File: config.mk
export PLATFORM = sky130hd
export DESIGN_NAME = alu_exec_unit
export DESIGN_NICKNAME = d
export VERILOG_FILES = /design/src/rtl/alu_exec_unit.sv
export SDC_FILE = /design/constraint.sdc
export NUM_CORES = 1
export LEC_CHECK = 0
export BUFFER_PORTS_ARGS = -buffer_cell sky130_fd_sc_hd__buf_2
export CORE_MARGIN = 5
export CORE_UTILIZATION = 40
export CTS_BUF_LIST = sky130_fd_sc_hd__clkbuf_4 sky130_fd_sc_hd__clkbuf_8 sky130_fd_sc_hd__clkbuf_16
export DETAILED_ROUTE_END_ITERATION = 7
export PLACE_DENSITY = 0.58
export SLEW_MARGIN = 20
export SYNTH_ARGS = -nofsm -noshare
export SYNTH_HDL_FRONTEND = slang
export SYNTH_SLANG_ARGS = --single-unit
File: constraint.sdc
create_clock -name clk -period 6.15 [get_ports clk]
set_input_delay 1.23 -clock clk [delete_from_list [all_inputs] [get_ports clk]]
set_output_delay 1.23 -clock clk [all_outputs]
set_load 0.005 [all_outputs]
File: src/rtl/alu_exec_unit.sv
// ALU execution unit: valid/ready request in, registered result out.
// Single-cycle ops complete in one cycle; MUL runs a one-bit-per-cycle shift-add loop.
module alu_exec_unit #(
  parameter int WIDTH  = 32,
  parameter int MUL_EN = 1
) (
  input  logic             clk,
  input  logic             rst_n,
  input  logic             in_valid,
  output logic             in_ready,
  input  logic [5:0]       instruction,
  input  logic [2:0]       ALUOp,
  input  logic [WIDTH-1:0] a,
  input  logic [WIDTH-1:0] b,
  output logic             out_valid,
  input  logic             out_ready,
  output logic [WIDTH-1:0] result,
  output logic             zero,
  output logic             illegal
);

  localparam int CNT_W = $clog2(WIDTH) + 1;
  localparam logic [CNT_W-1:0] LAST_ITER = CNT_W'(WIDTH - 1);

  typedef enum logic [1:0] {IDLE, MULT, DONE} state_t;
  typedef enum logic [3:0] {
    OP_ADD, OP_SUB, OP_AND, OP_OR, OP_NOR, OP_XOR, OP_SLT, OP_LUI, OP_MUL, OP_ILL
  } op_t;

  function automatic op_t decode(input logic [2:0] alu_op, input logic [5:0] funct);
    op_t op;
    case (alu_op)
      3'b000: begin
        case (funct)
          6'h20:   op = OP_ADD;
          6'h22:   op = OP_SUB;
          6'h24:   op = OP_AND;
          6'h25:   op = OP_OR;
          6'h27:   op = OP_NOR;
          6'h26:   op = OP_XOR;
          6'h2A:   op = OP_SLT;
          6'h18:   op = OP_MUL;
          default: op = OP_ILL;
        endcase
      end
      3'b001:  op = OP_SUB;
      3'b010:  op = OP_ADD;
      3'b011:  op = OP_ADD;
      3'b100:  op = OP_AND;
      3'b101:  op = OP_LUI;
      3'b110:  op = OP_OR;
      default: op = OP_SLT;
    endcase
    return op;
  endfunction

  // MUL and illegal ops both yield zero here; MUL only reaches this path when disabled.
  function automatic logic [WIDTH-1:0] alu(input op_t op, input logic [WIDTH-1:0] x,
                                           input logic [WIDTH-1:0] y);
    logic signed [WIDTH-1:0] sx;
    logic signed [WIDTH-1:0] sy;
    logic [WIDTH-1:0]        r;
    sx = x;
    sy = y;
    case (op)
      OP_ADD:  r = x + y;
      OP_SUB:  r = x - y;
      OP_AND:  r = x & y;
      OP_OR:   r = x | y;
      OP_NOR:  r = ~(x | y);
      OP_XOR:  r = x ^ y;
      OP_SLT:  r = (sx < sy) ? WIDTH'(1) : '0;
      OP_LUI:  r = y << (WIDTH / 2);
      default: r = '0;
    endcase
    return r;
  endfunction

  state_t           state_q, state_d;
  logic [CNT_W-1:0] cnt_q, cnt_d;
  logic [WIDTH-1:0] acc_q, acc_d;
  logic [WIDTH-1:0] mcand_q, mcand_d;
  logic [WIDTH-1:0] mplier_q, mplier_d;
  logic [WIDTH-1:0] result_q, result_d;
  logic             zero_q, zero_d;
  logic             illegal_q, illegal_d;

  op_t              op;
  logic             accept;
  logic             start_mul;
  logic [WIDTH-1:0] acc_nxt;

  assign op        = decode(ALUOp, instruction);
  assign start_mul = (op == OP_MUL) && (MUL_EN != 0);
  assign in_ready  = rst_n && ((state_q == IDLE) || ((state_q == DONE) && out_ready));
  assign accept    = in_valid && in_ready;
  assign acc_nxt   = acc_q + (mplier_q[0] ? mcand_q : '0);

  always_comb begin
    state_d   = state_q;
    cnt_d     = cnt_q;
    acc_d     = acc_q;
    mcand_d   = mcand_q;
    mplier_d  = mplier_q;
    result_d  = result_q;
    illegal_d = illegal_q;
    case (state_q)
      IDLE, DONE: begin
        if ((state_q == DONE) && out_ready) state_d = IDLE;
        if (accept) begin
          if (start_mul) begin
            state_d  = MULT;
            cnt_d    = '0;
            acc_d    = '0;
            mcand_d  = a;
            mplier_d = b;
          end else begin
            state_d   = DONE;
            result_d  = alu(op, a, b);
            illegal_d = (op == OP_ILL) || (op == OP_MUL);
          end
        end
      end
      MULT: begin
        acc_d    = acc_nxt;
        mcand_d  = mcand_q << 1;
        mplier_d = mplier_q >> 1;
        cnt_d    = cnt_q + CNT_W'(1);
        if (cnt_q == LAST_ITER) begin
          state_d   = DONE;
          result_d  = acc_nxt;
          illegal_d = 1'b0;
        end
      end
      default: state_d = IDLE;
    endcase
    zero_d = (result_d == '0);
  end

  always_ff @(posedge clk or negedge rst_n) begin
    if (!rst_n) begin
      state_q   <= IDLE;
      cnt_q     <= '0;
      acc_q     <= '0;
      mcand_q   <= '0;
      mplier_q  <= '0;
      result_q  <= '0;
      zero_q    <= 1'b1;
      illegal_q <= 1'b0;
    end else begin
      state_q   <= state_d;
      cnt_q     <= cnt_d;
      acc_q     <= acc_d;
      mcand_q   <= mcand_d;
      mplier_q  <= mplier_d;
      result_q  <= result_d;
      zero_q    <= zero_d;
      illegal_q <= illegal_d;
    end
  end

  assign out_valid = (state_q == DONE);
  assign result    = result_q;
  assign zero      = zero_q;
  assign illegal   = illegal_q;

endmodule
# Yosys cells after proc, flatten, opt, wreduce, memory -nomap -nowiden
# Cells that the tools add are included.
[op_classes] n_addsub=4 order_cmp=1 eq_ne=31 n_mux=30 bitwise_logic=4 n_reduce_logical=15
[op_table] op="2-to-1 mux 32 bit" n=10
[op_table] op="one-hot mux 32 bit (2 select lines)" n=4
[op_table] op="one-hot mux 32 bit (8 select lines)" n=1
[op_table] op="adder 32 bit" n=2
[op_table] op="== test 6 bit, second input constant" n=7
[op_table] op="bitwise AND 32 bit" n=1
[op_table] op="zero test 32 bit" n=1
[op_table] op="less-than comparator 32 bit" n=1
[op_table] op="inverter 32 bit" n=1
[op_table] op="OR 32 bit" n=1
[op_table] op="one-hot mux 4 bit (8 select lines)" n=1
[op_table] op="subtractor 32 bit" n=1
[op_table] op="bitwise XOR 32 bit" n=1
[op_table] op="one-hot mux 4 bit (6 select lines)" n=1
[op_table] op="== test 4 x 3 -> 1 bit, second input constant" n=4
[op_table] op="== test 6 x 5 -> 1 bit, second input constant" n=2
[op_table] op="2-to-1 mux 6 bit" n=2
[op_table] op="one-hot mux 6 bit (2 select lines)" n=1
[op_table] op="== test 3 bit, second input constant" n=3
[op_table] op="== test 4 x 2 -> 1 bit, second input constant" n=2
[op_table] op="== test 4 bit, second input constant" n=2
[op_table] op="2-to-1 mux 2 bit" n=4
[op_table] op="!= test 2 bit, second input constant" n=4
[op_table] op="adder 6 x 1 -> 6 bit, second input constant" n=1
[op_table] op="19 further kinds" n=27
[word_totals] ff_bits=138 input_bits=77 output_inout_bits=36

# Depth between registers and ports, before layout
# Gate-level depths: netlist (run 1).
[depth] ltp_word=9 mapped_depth=18

# Worst setup path after synthesis (run 1)
# Ideal clock, no wire load.
[synth_path] path_type="input -> register" from="in b[5]" to="reg zero_q (netlist: zero)" setup_ns=0.090 arrival_time_ns=4.406 t_required_ns=6.060 setup_slack_ns=1.654 cell_stages=15 path_buffers=1 cell_sequence="inv_1 > ha_1 > buf_2 > or3b_1 > a311oi_1 > a211oi_1 > o32ai_2 > o31ai_1 > a311o_1 > a31o_2 > xnor2_1 > nand2_1 > nand3_1 > or4_1 > nor4_2"
[synth_via] word_cells_on_any_way=13
[synth_rtl] item="start, declared" line="14" rtl="input logic [WIDTH-1:0] b,"
[synth_rtl] item="subtractor 32 bit / adder 32 bit (equally long branches)" line="67, 66"
[synth_rtl] item="one-hot mux 32 bit (8 select lines) (*)" line="65" rtl="case (op)"
[synth_rtl] item="2-to-1 mux 32 bit (*)" line="111" rtl="if (start_mul) begin"
[synth_rtl] item="2-to-1 mux 32 bit (*)" line="110" rtl="if (accept) begin"
[synth_rtl] item="one-hot mux 32 bit (2 select lines) (*)" line="107" rtl="case (state_q)"
[synth_rtl] item="via result_d[31]" line="84" rtl="logic [WIDTH-1:0] result_q, result_d;"
[synth_rtl] item="zero test 32 bit (*)" line="137" rtl="zero_d = (result_d == '0);"
[synth_rtl] item="via zero_d" line="85" rtl="logic zero_q, zero_d;"
[synth_rtl] item="end signal, assigned" line="157" rtl="zero_q <= zero_d;"
[synth_rtl] item="end, declared" line="85"
# Mark *: on every way through the listed nets, which the timed path passes. The rest lies on a longest branch.
# A chain may end at the register's enable or synchronous reset.

# Worst setup path after layout (run 1)
[layout_path] from="in b[3]" to="reg zero_q (netlist: zero)"
# The elaborated chain is that of the path after synthesis.

==> results.ini, run 1 <==
[clock_tree]
cts_root_buffer = clkbuf_16
worstSkewPairLatency_ns = 0.46
clkSinkCount = 138
clock_path_buffers = 2
clkTransAtPathRegs_ns = 0.08
tritoncts = yes
cts_max_level = 4
postCtsHoldBufs = 0
cts_made_buffers = 17
post_cts_resize_count = 0
post-cts-setup-buffers = 0

[floorplanning]
die_x_um = 192
core_area_um2 = 32500
rows = 66
dieArea_um2 = 36700
die_h_um = 192
start_util = 0.406
ios = 113

[yosys]
synthArstFlopShare = 1.00
syn_nets = 1905
synthFlopType = dfrtp_1
synthTopCellsByArea = dfrtp_1, ha_1, nor2_1
yosys_warnings = 0
ys_seq_area_frac = 0.262
syn_area_um2 = 13200
synth_cells = 1697
yosysUniqueCellTypes = 87
synth_top_cell_area_share = 0.260
syn_area_per_cell_um2 = 7.78
synth_edf_count = 0
synth_area_leader_cell = dfrtp_1
ys_ff_latch = 138

[min_path]
whs_endpoint = acc_q[4]
whs_path_depth = 1
hold_class = flip-flop to flip-flop
worstHoldStart = acc_q[4]

[grt]
grt_pass1_vias = 13000
gr-usage-all-layers = 0.290
grt_pass1_wl_mm = 80.8
grt_start_max_net_pins = 72
antenna_found_initial = 2
grt_overflow = 0

[place]
placed_area_um2 = 14200
gp_congestion = 0.988
dp_cells = 2175
io_buffers = 112
dpl.hpwl_mm = 40.9

[status]
status = finished clean

[setup_path]
cp.required_ns = 6.52
worstReg2RegEnd = zero
reg2reg_slack_ns = 1.69
critPathKind = input pin to flip-flop
crit_top_cell = a2111oi_0
critPathSlowestCell = a2111oi_0
endpoint_kind = flip-flop
path_max_fanout = 11
slowest_delay_ns = 0.67
worstPathCellList = buf_2, inv_1, ha_1, nor3_1, a2111oi_2, a211oi_1, nor4_1, xnor2_1, nor2_1, a2111oi_0, o21ai_1, a2111oi_0, and4b_1, nand4_1, nor4_2
crit_arrival_ns = 5.36
startpoint_type = input pin
reg2reg_depth = 15
path_depth = 15
cp_top_family = compound AO/OA/AOI/OAI gates
crit_buf_inv = 2
r2r-start = mplier_q[0]

[job]
cap_violations = 0

[route]
drtIter0Drc = 1377
route.detailed.drc = 0
viasPerCell = 6.18
wl_mm = 53.9
vias = 13600
drtAntennaViolNets = 0
post_drt_wl_per_cell_um = 24.4
drt-pass1-iter-count = 5

[sta]
setup_violations = 0
min_period_ns = 4.99
clock.fmax_ghz = 0.201
finalMaxSlewViolations = 0
slew-limit-headroom = 0.355
tightest_slew_ns = 0.967
fin_crit_sh = 0.811
finClkSkew_ns = 0.0141
rsz0062_at_grt = no
hold_viol_final = 0
timing.setup.tns_ns = 0

[layout]
design_area_um2 = 14800
multiInputGateArea_um2 = 8970
register_area_um2 = 3450
synthToLayoutAreaGrowth_pct = 11.9
fillers = 3372
drive_above_1_share = 0.115
diodes = 0
final_nets = 1960
instances_no_fill = 2207
final_util = 0.454

[power_and_ir_drop]
leakage_uw = 0.00665
pwr_density_cell_nw_per_um2 = 412
peakVddDrop_mv = 0.251

per-stage QoR:
stage	worst slack (ns)	hold WS [ns]	total power, uW
4_1_cts	1.28	0.491	6050
6_report	1.16	0.494	6090
5_1_grt	0.887	0.497	6550
2_1_floorplan	1.65	0.456	3910
3_5_place_dp	0.792	0.473	4910
3_3_place_gp	0.860	0.471	4880
worst max path at each step:
stage | startpoint | to | slack, ns
floorplan | b[5] | zero | 1.65
global placement | b[3] | zero | 0.86
detailed placement | b[3] | zero | 0.79
CTS | b[3] | zero | 1.28
global route | b[3] | zero | 0.89
finish | b[3] | zero | 1.16
metal layers:
| metal | GRT usage | wire [um] | part of all wire | vias to the layer above |
|---|---|---|---|---|
| met2 | 0.434 | 23100 | 0.43 | 564 |
| met1 | 0.426 | 25000 | 0.47 | 6667 |
| met4 | 0.0707 | 1180 | 0.022 | 4 |
| li1 | - | - | - | 6338 |
| met5 | 0 | 24 | 0.00045 | - |
| met3 | 0.0602 | 4490 | 0.083 | 69 |
layout by cell type, fill, tap and decap left out, drive strengths merged, types with 18 or more instances in the layout:
cell type | Yosys | routed
and2 | 32 | 32
o21ai | 96 | 96
o22ai | 83 | 83
ha | 128 | 128
inv | 98 | 108
a221oi | 22 | 22
o211ai | 28 | 28
buf | 24 | 140
xnor2 | 43 | 43
a31oi | 22 | 22
dfrtp | 137 | 137
nand3 | 36 | 36
nor2b | 18 | 18
nor3 | 26 | 26
a21o | 34 | 34
a21oi | 132 | 132
nand2 | 126 | 126
nor2 | 230 | 230
nor4 | 18 | 18
registers in the layout (all words and copies together) (netlist names):
| register | cells |
|---|---|
| acc_q | 32 |
| cnt_q | 6 |
| illegal | 1 |
| mcand_q | 32 |
| mplier_q | 32 |
| result | 32 |
| state_q | 2 |
| zero | 1 |
synth_stat cells, types with 14 or more instances:
master and instances:
a221oi_1 21, a211oi_1 17, o211ai_1 28, nor2b_1 18
o21bai_1 14, nand2_1 126, o21ai_0 82, nand3_1 36
nor2_1 230, nand2b_1 17, nor3_1 25, o21ai_1 14
ha_1 128, a21o_1 34, dfrtp_1 137, o22ai_1 83
a21oi_1 130, a31oi_1 22, inv_1 98, and2_1 32
xnor2_1 43, xor2_1 17, nor4_1 17, clkbuf_1 80
a22o_1 17
cell type report:
type                       count  area share
multi-input combinational   1357       0.608
sequential                   138       0.234
timing repair buffer         140      0.0543
tap                          442      0.0374
clock buffer                  17      0.0288
inverter                      98      0.0249
clock inverter                15      0.0130
power by group:
group,leakage [uW],switching [uW],internal (uW)
clock,0.000301,555,559
sequential,0.00161,335,1290
combinational,0.00474,2040,1310
logic make-up after synthesis:
logic type	Yosys count	synth area share
compound gates	598	0.306
simple gates	555	0.194
buf+inv	202	0.0627
flops	138	0.262
fa+ha+maj	131	0.126
xor+xnor	60	0.0398
mux	13	0.0100
Note: power is estimated with default switching activity, not from simulation.
==> run 2, diff against run 1 <==
- ABC_AREA: unset -> 1
- PLACE_DENSITY: 0.58 -> 0.6
- clock period: 6.15 -> 4.2 ns (I/O delays scaled with it)
==> run 2 against run 1 <==
- core utilization grew 0.14 points
- worst setup slack lost 0.85 ns
- sequential share of layout area shrank 3.2 points
- critical path depth grew 10
- final cell count grew 42%
- via count grew 24%
- design area grew 16%
- combinational power grew 48%
- global-route usage grew 2.3 points
- clock skew grew 0.0095 ns
==> results.ini, run 2 <==
[sta]
setup_violations = 0
rsz0062_at_grt = no
clock.fmax_ghz = 0.258
setup_ws_ns = 0.318
tightest_slew_ns = 0.888
min_period_ns = 3.88
slew-limit-headroom = 0.407
fin_crit_sh = 0.924
timing.setup.tns_ns = 0
finalMaxSlewViolations = 0
hold_viol_final = 0
finClkSkew_ns = 0.0236

[layout]
final_util = 0.455
synthToLayoutAreaGrowth_pct = 12.5
mostFrequentLayoutCell = nand2_1
final_cell_mix = nand2_1, inv_1, nor2_1
drive_above_1_share = 0.108
final_nets = 2824
diodes = 0
instances_no_fill = 3140

[route]
routed.top_layer = met4
post_drt_wl_per_cell_um = 21.1
routed-wl-met2_mm = 29.6
viasPerCell = 5.39
drt-pass1-iter-count = 5
drtAntennaViolNets = 0
wl_met3_mm = 5.26
wl_mm = 66.3
wl_met1_mm = 29.0
vias = 16900
drtIter0Drc = 1491
route.detailed.drc = 0

[floorplanning]
ios = 113
rows = 71
start_util = 0.405
dieArea_um2 = 42100
core_area_um2 = 37700
die_h_um = 205
die_x_um = 205

[setup_path]
path_max_fanout = 4
crit_arrival_ns = 4.27
critPathKind = input pin to flip-flop
cp.required_ns = 4.58
endpoint_kind = flip-flop
startpoint_type = input pin

[clock_tree]
worstSkewPairLatency_ns = 0.47
clock_path_buffers = 2
cts_root_buffer = clkbuf_16
post_cts_resize_count = 0
cts_made_buffers = 17
cts_max_level = 4
tritoncts = yes
post-cts-setup-buffers = 0
clkSinkCount = 138
postCtsHoldBufs = 0
clkTransAtPathRegs_ns = 0.07

[place]
gp_congestion = 1.05
dpl.hpwl_mm = 53.0
place_ws_ns = -0.115
io_buffers = 112
dp_cells = 3108

[yosys]
synth_top_cell_area_share = 0.225
ys_seq_area_frac = 0.227
synthFlopType = dfrtp_1
syn_area_per_cell_um2 = 6.11
ys_ff_latch = 138
syn_nets = 2702
synthTopCellsByCount = nand2_1, inv_1, nor2_1, a21oi_1, dfrtp_1
yosys_warnings = 0
synthTopCellsByArea = dfrtp_1, nand2_1, ha_1
yosysUniqueCellTypes = 56
syn_area_um2 = 15200
synthArstFlopShare = 1.00
synth_cells = 2494
synth_area_leader_cell = dfrtp_1
yosysMostFrequentCell = nand2_1
synth_edf_count = 0

[grt]
grt_pass1_vias = 16600
grt_start_max_net_pins = 139
antenna_found_initial = 0
grt_overflow = 0
grt_pass1_wl_mm = 99.1
gr-usage-all-layers = 0.312

[job]
cap_violations = 0

[power_and_ir_drop]
pwr_density_cell_nw_per_um2 = 517
total_power_uw = 8870
leakage_uw = 0.00943
peakVddDrop_mv = 0.313

[min_path]
hold_class = flip-flop to flip-flop

[status]
status = finished clean

run 2: kinds of logic (layout without fill, tap and decap cells):
family / Yosys count / after routing / synth area share
fa+ha+maj: 131 / 131 / 0.109
flops: 138 / 138 / 0.227
simple gates: 1293 / 1293 / 0.355
xor+xnor: 43 / 43 / 0.0247
buf+inv: 468 / 603 / 0.127
compound gates: 421 / 421 / 0.158
run 2: stage by stage:
step | cell area (um^2) | hold WS, ns
6_report | 17100 | 0.467
5_1_grt | 17100 | 0.491
4_1_cts | 17100 | 0.468
3_5_place_dp | 16600 | 0.459
3_3_place_gp | 16600 | 0.455
2_1_floorplan | 15200 | 0.440
run 2: per-layer routing:
| metal | up-vias | track usage |
|---|---|---|
| li1 | 8177 | - |
| met1 | 7967 | 0.426 |
| met2 | 650 | 0.498 |
| met3 | 120 | 0.0586 |
| met4 | 0 | 0.108 |
| met5 | - | 0 |
run 2: worst max-delay path: stages:
cell and delay (ns):
buf_2 0.10, inv_1 0.09, ha_1 0.24, fa_1 0.41, inv_1 0.09, nand2_1 0.08, o21ai_0 0.52, nand2_1 0.10
nand2_1 0.12, nand2_1 0.08, nand2_1 0.19, nand3b_1 0.13, nand2_1 0.08, nand2_1 0.08, nand3_1 0.15, nand2_1 0.07
inv_1 0.05, nand2_1 0.06, nand2_1 0.06, nand2_1 0.07, nor2_1 0.13, nand2_1 0.06, nor2_1 0.17, nand2_1 0.14
nor2_1 0.14
run 2: final cells by class:
cell class,count,area [um^2]
Fill cell,4167,20500
Multi-Input combinational cell,1888,9870
Sequential cell,138,3450
Inverter,385,1450
Timing Repair Buffer,186,1160
Tap cell,511,639
Clock buffer,20,460
Clock inverter,12,114
run 2: final timing paths:
kind,slack (ns),end,from,cells after the start
hold / removal,0.47,cnt_q[5],cnt_q[5],1
min in group asynchronous,0.48,acc_q[8],rst_n,2
max in group asynchronous,3.07,mplier_q[30],rst_n,2
hold reg to reg,0.47,cnt_q[5],cnt_q[5],1
setup / recovery,0.32,zero,a[0],25
setup reg to reg,0.81,zero,mplier_q[0],22
run 2: where the power goes:
part           internal (uW)  leakage (uW)  switching [uW]
clock                    860      0.000279             718
sequential              1890       0.00166             440
combinational           1690       0.00749            3280
==> run 3, diff against run 2 <==
--- a/config.mk
+++ b/config.mk
@@ -6,11 +6,10 @@
 export NUM_CORES = 1
 export LEC_CHECK = 0
-export ABC_AREA = 1
 export BUFFER_PORTS_ARGS = -buffer_cell sky130_fd_sc_hd__buf_2
 export CORE_MARGIN = 5
-export CORE_UTILIZATION = 40
+export CORE_UTILIZATION = 53
 export CTS_BUF_LIST = sky130_fd_sc_hd__clkbuf_4 sky130_fd_sc_hd__clkbuf_8 sky130_fd_sc_hd__clkbuf_16
 export DETAILED_ROUTE_END_ITERATION = 7
-export PLACE_DENSITY = 0.6
+export PLACE_DENSITY = 0.76
 export SLEW_MARGIN = 20
 export SYNTH_ARGS = -nofsm -noshare
==> constraint.sdc (replaced) <==
create_clock -name clk -period 4.2 [get_ports clk]
set_input_delay 0.84 -clock clk [delete_from_list [all_inputs] [get_ports clk]]
set_output_delay 0.84 -clock clk [all_outputs]
set_load 0.01 [all_outputs]
==> run 3 against run 2 <==
- sequential power grew 4%
- final cell count shrank 26%
- critical path depth shrank 8
==> results.ini, run 3 (same netlist as run 1, synthesis figures left out) <==
[status]
status = finished clean

[power_and_ir_drop]
total_power_uw = 9880
p_int_uw = 5110
peakVddDrop_mv = 0.572
netSwitchingPower_uw = 4770
p_comb_frac = 0.590
power_frac_seq = 0.245
leakage_uw = 0.00784
pwr_density_cell_nw_per_um2 = 594
p_clk_frac = 0.165
power.share.switching = 0.483

[setup_path]
endpoint_kind = flip-flop
crit_arrival_ns = 4.42
crit_buf_inv = 4
path_depth = 17
critPathKind = input pin to flip-flop
slowest_delay_ns = 0.36
r2r-start = mplier_q[0]
crit_end = zero
cp-startpoint = b[4]
worstReg2RegEnd = zero
critPathSlowestCell = ha_1
startpoint_type = input pin
cp.required_ns = 4.55
path_max_fanout = 5
cp_top_family = simple AND/OR/NAND/NOR gates
reg2reg_slack_ns = 0.16
worstPathCellList = buf_2, inv_1, ha_1, buf_4, nor3b_1, a2111oi_4, buf_4, o31ai_1, xnor2_1, o21ai_0, or3_1, o211ai_1, or3_1, nor3_2, and4b_1, nand4_1, nor4_2
reg2reg_depth = 17

[sta]
setup_ws_ns = 0.130
finalMaxSlewViolations = 0
min_period_ns = 4.07
hold_viol_final = 0
setup_violations = 0
slew-limit-headroom = 0.212
timing.setup.tns_ns = 0
tightest_slew_ns = 1.18
fin_crit_sh = 0.969
finClkSkew_ns = 0.0166
clock.fmax_ghz = 0.246

[route]
drtIter0Drc = 2449
viasPerCell = 6.48
drtAntennaViolNets = 0
post_drt_wl_per_cell_um = 24.3
route.detailed.drc = 0
wl_mm = 56.6
drt-pass1-iter-count = 5
vias = 15100

[place]
gp_congestion = 1.03
io_buffers = 112
place_ws_ns = -0.467
placed_area_um2 = 15800
dp_cells = 2290
dpl.hpwl_mm = 43.4

[job]
cap_violations = 0

[layout]
synthToLayoutAreaGrowth_pct = 26.1
register_area_um2 = 3450
multiInputGateArea_um2 = 9210
design_area_um2 = 16600
final_nets = 2195
final_cell_mix = buf_4, nor2_1, dfrtp_1
drive_above_1_share = 0.239
instances_no_fill = 2326
mostFrequentLayoutCell = buf_4
fillers = 2056

[min_path]
hold_class = input pin to asynchronous set/reset pin

[floorplanning]
die_x_um = 168
start_util = 0.541
ios = 113
dieArea_um2 = 28200
rows = 57
core_area_um2 = 24400
die_h_um = 168

[clock_tree]
postCtsHoldBufs = 0
clkSinkCount = 138
clock_path_buffers = 2
worstSkewPairLatency_ns = 0.44
cts_made_buffers = 17
tritoncts = yes
clkTransAtPathRegs_ns = 0.07
cts_root_buffer = clkbuf_16
cts_max_level = 4

[grt]
grt_start_max_net_pins = 137
gr-usage-all-layers = 0.382
grt_overflow = 0
antenna_found_initial = 2
grt_pass1_vias = 14000
grt_pass1_wl_mm = 83.9

run 3: cell types whose count changed in the layout (fill, tap and decap cells not counted), sizes merged, moves of 47 or more:
cell	before	now
nand2	746	126
inv	388	106
o21ai	143	96
buf	186	375
nand3	127	36
nor2	327	230
run 3: worst min-delay path by stage:
stage,to,depth (start not counted)
6_report,result[1],1
5_1_grt,result[1],1
4_1_cts,result[2],1
3_5_place_dp,illegal,2
3_3_place_gp,illegal,2
2_1_floorplan,acc_q[12],2
run 3: metrics by stage:
stage	hold WS (ns)	util
floorplan	0.456	-
global placement	0.458	0.647
detailed placement	0.480	0.647
CTS	0.176	0.672
global route	0.173	0.682
finish	0.182	0.682
run 3: per-layer routing:
layer  global-route usage  up-vias  routed length, um
met4                0.115        0               2150
met3               0.0945      127               6990
li1                     -     6801                  -
met2                0.555      925              23400
met1                0.563     7220              24100
met5                    0        -                  0
run 3: power groups by stage:
stage	logic [uW]	registers [uW]	clock network, uW
after global routing	6260	2470	1700
after floorplan	3540	2220	0
after global placement	5090	2390	0
after detailed placement	5240	2400	0
final	5830	2420	1630
after CTS	5310	2380	1630
run 3: timing repair:
| item | in CTS | in global routing |
|---|---|---|
| endpoints found under the setup margin | 1 | 2 |
| pin swaps | 0 | 6 |
| endpoints found under the hold margin | 0 | 0 |
| setup buffers | 0 | 2 |
| gates resized for setup | 2 | 52 |
run 3: final cells by class:
type                    instances  share of cell area
multi-input cells            1357               0.553
flip-flops and latches        138               0.208
repair buffers                375               0.156
clock buffers                  17              0.0256
well taps                     324              0.0244
inverters                      98              0.0221
clock inverters                15              0.0106
diodes                          2            0.000301
run 3: worst reg2reg max path, cell delays in order (launching register included):
cell	delay, ns
dfrtp_1	0.39
buf_4	0.17
buf_4	0.20
and2_1	0.18
ha_2	0.38
nand4_1	0.12
nor2_2	0.20
nand3_2	0.16
a2111oi_4	0.35
buf_4	0.20
nor2_2	0.06
o21ai_2	0.22
a21oi_2	0.09
xnor2_1	0.17
a221oi_1	0.26
o21ai_1	0.13
or4_1	0.54
nor4_2	0.14
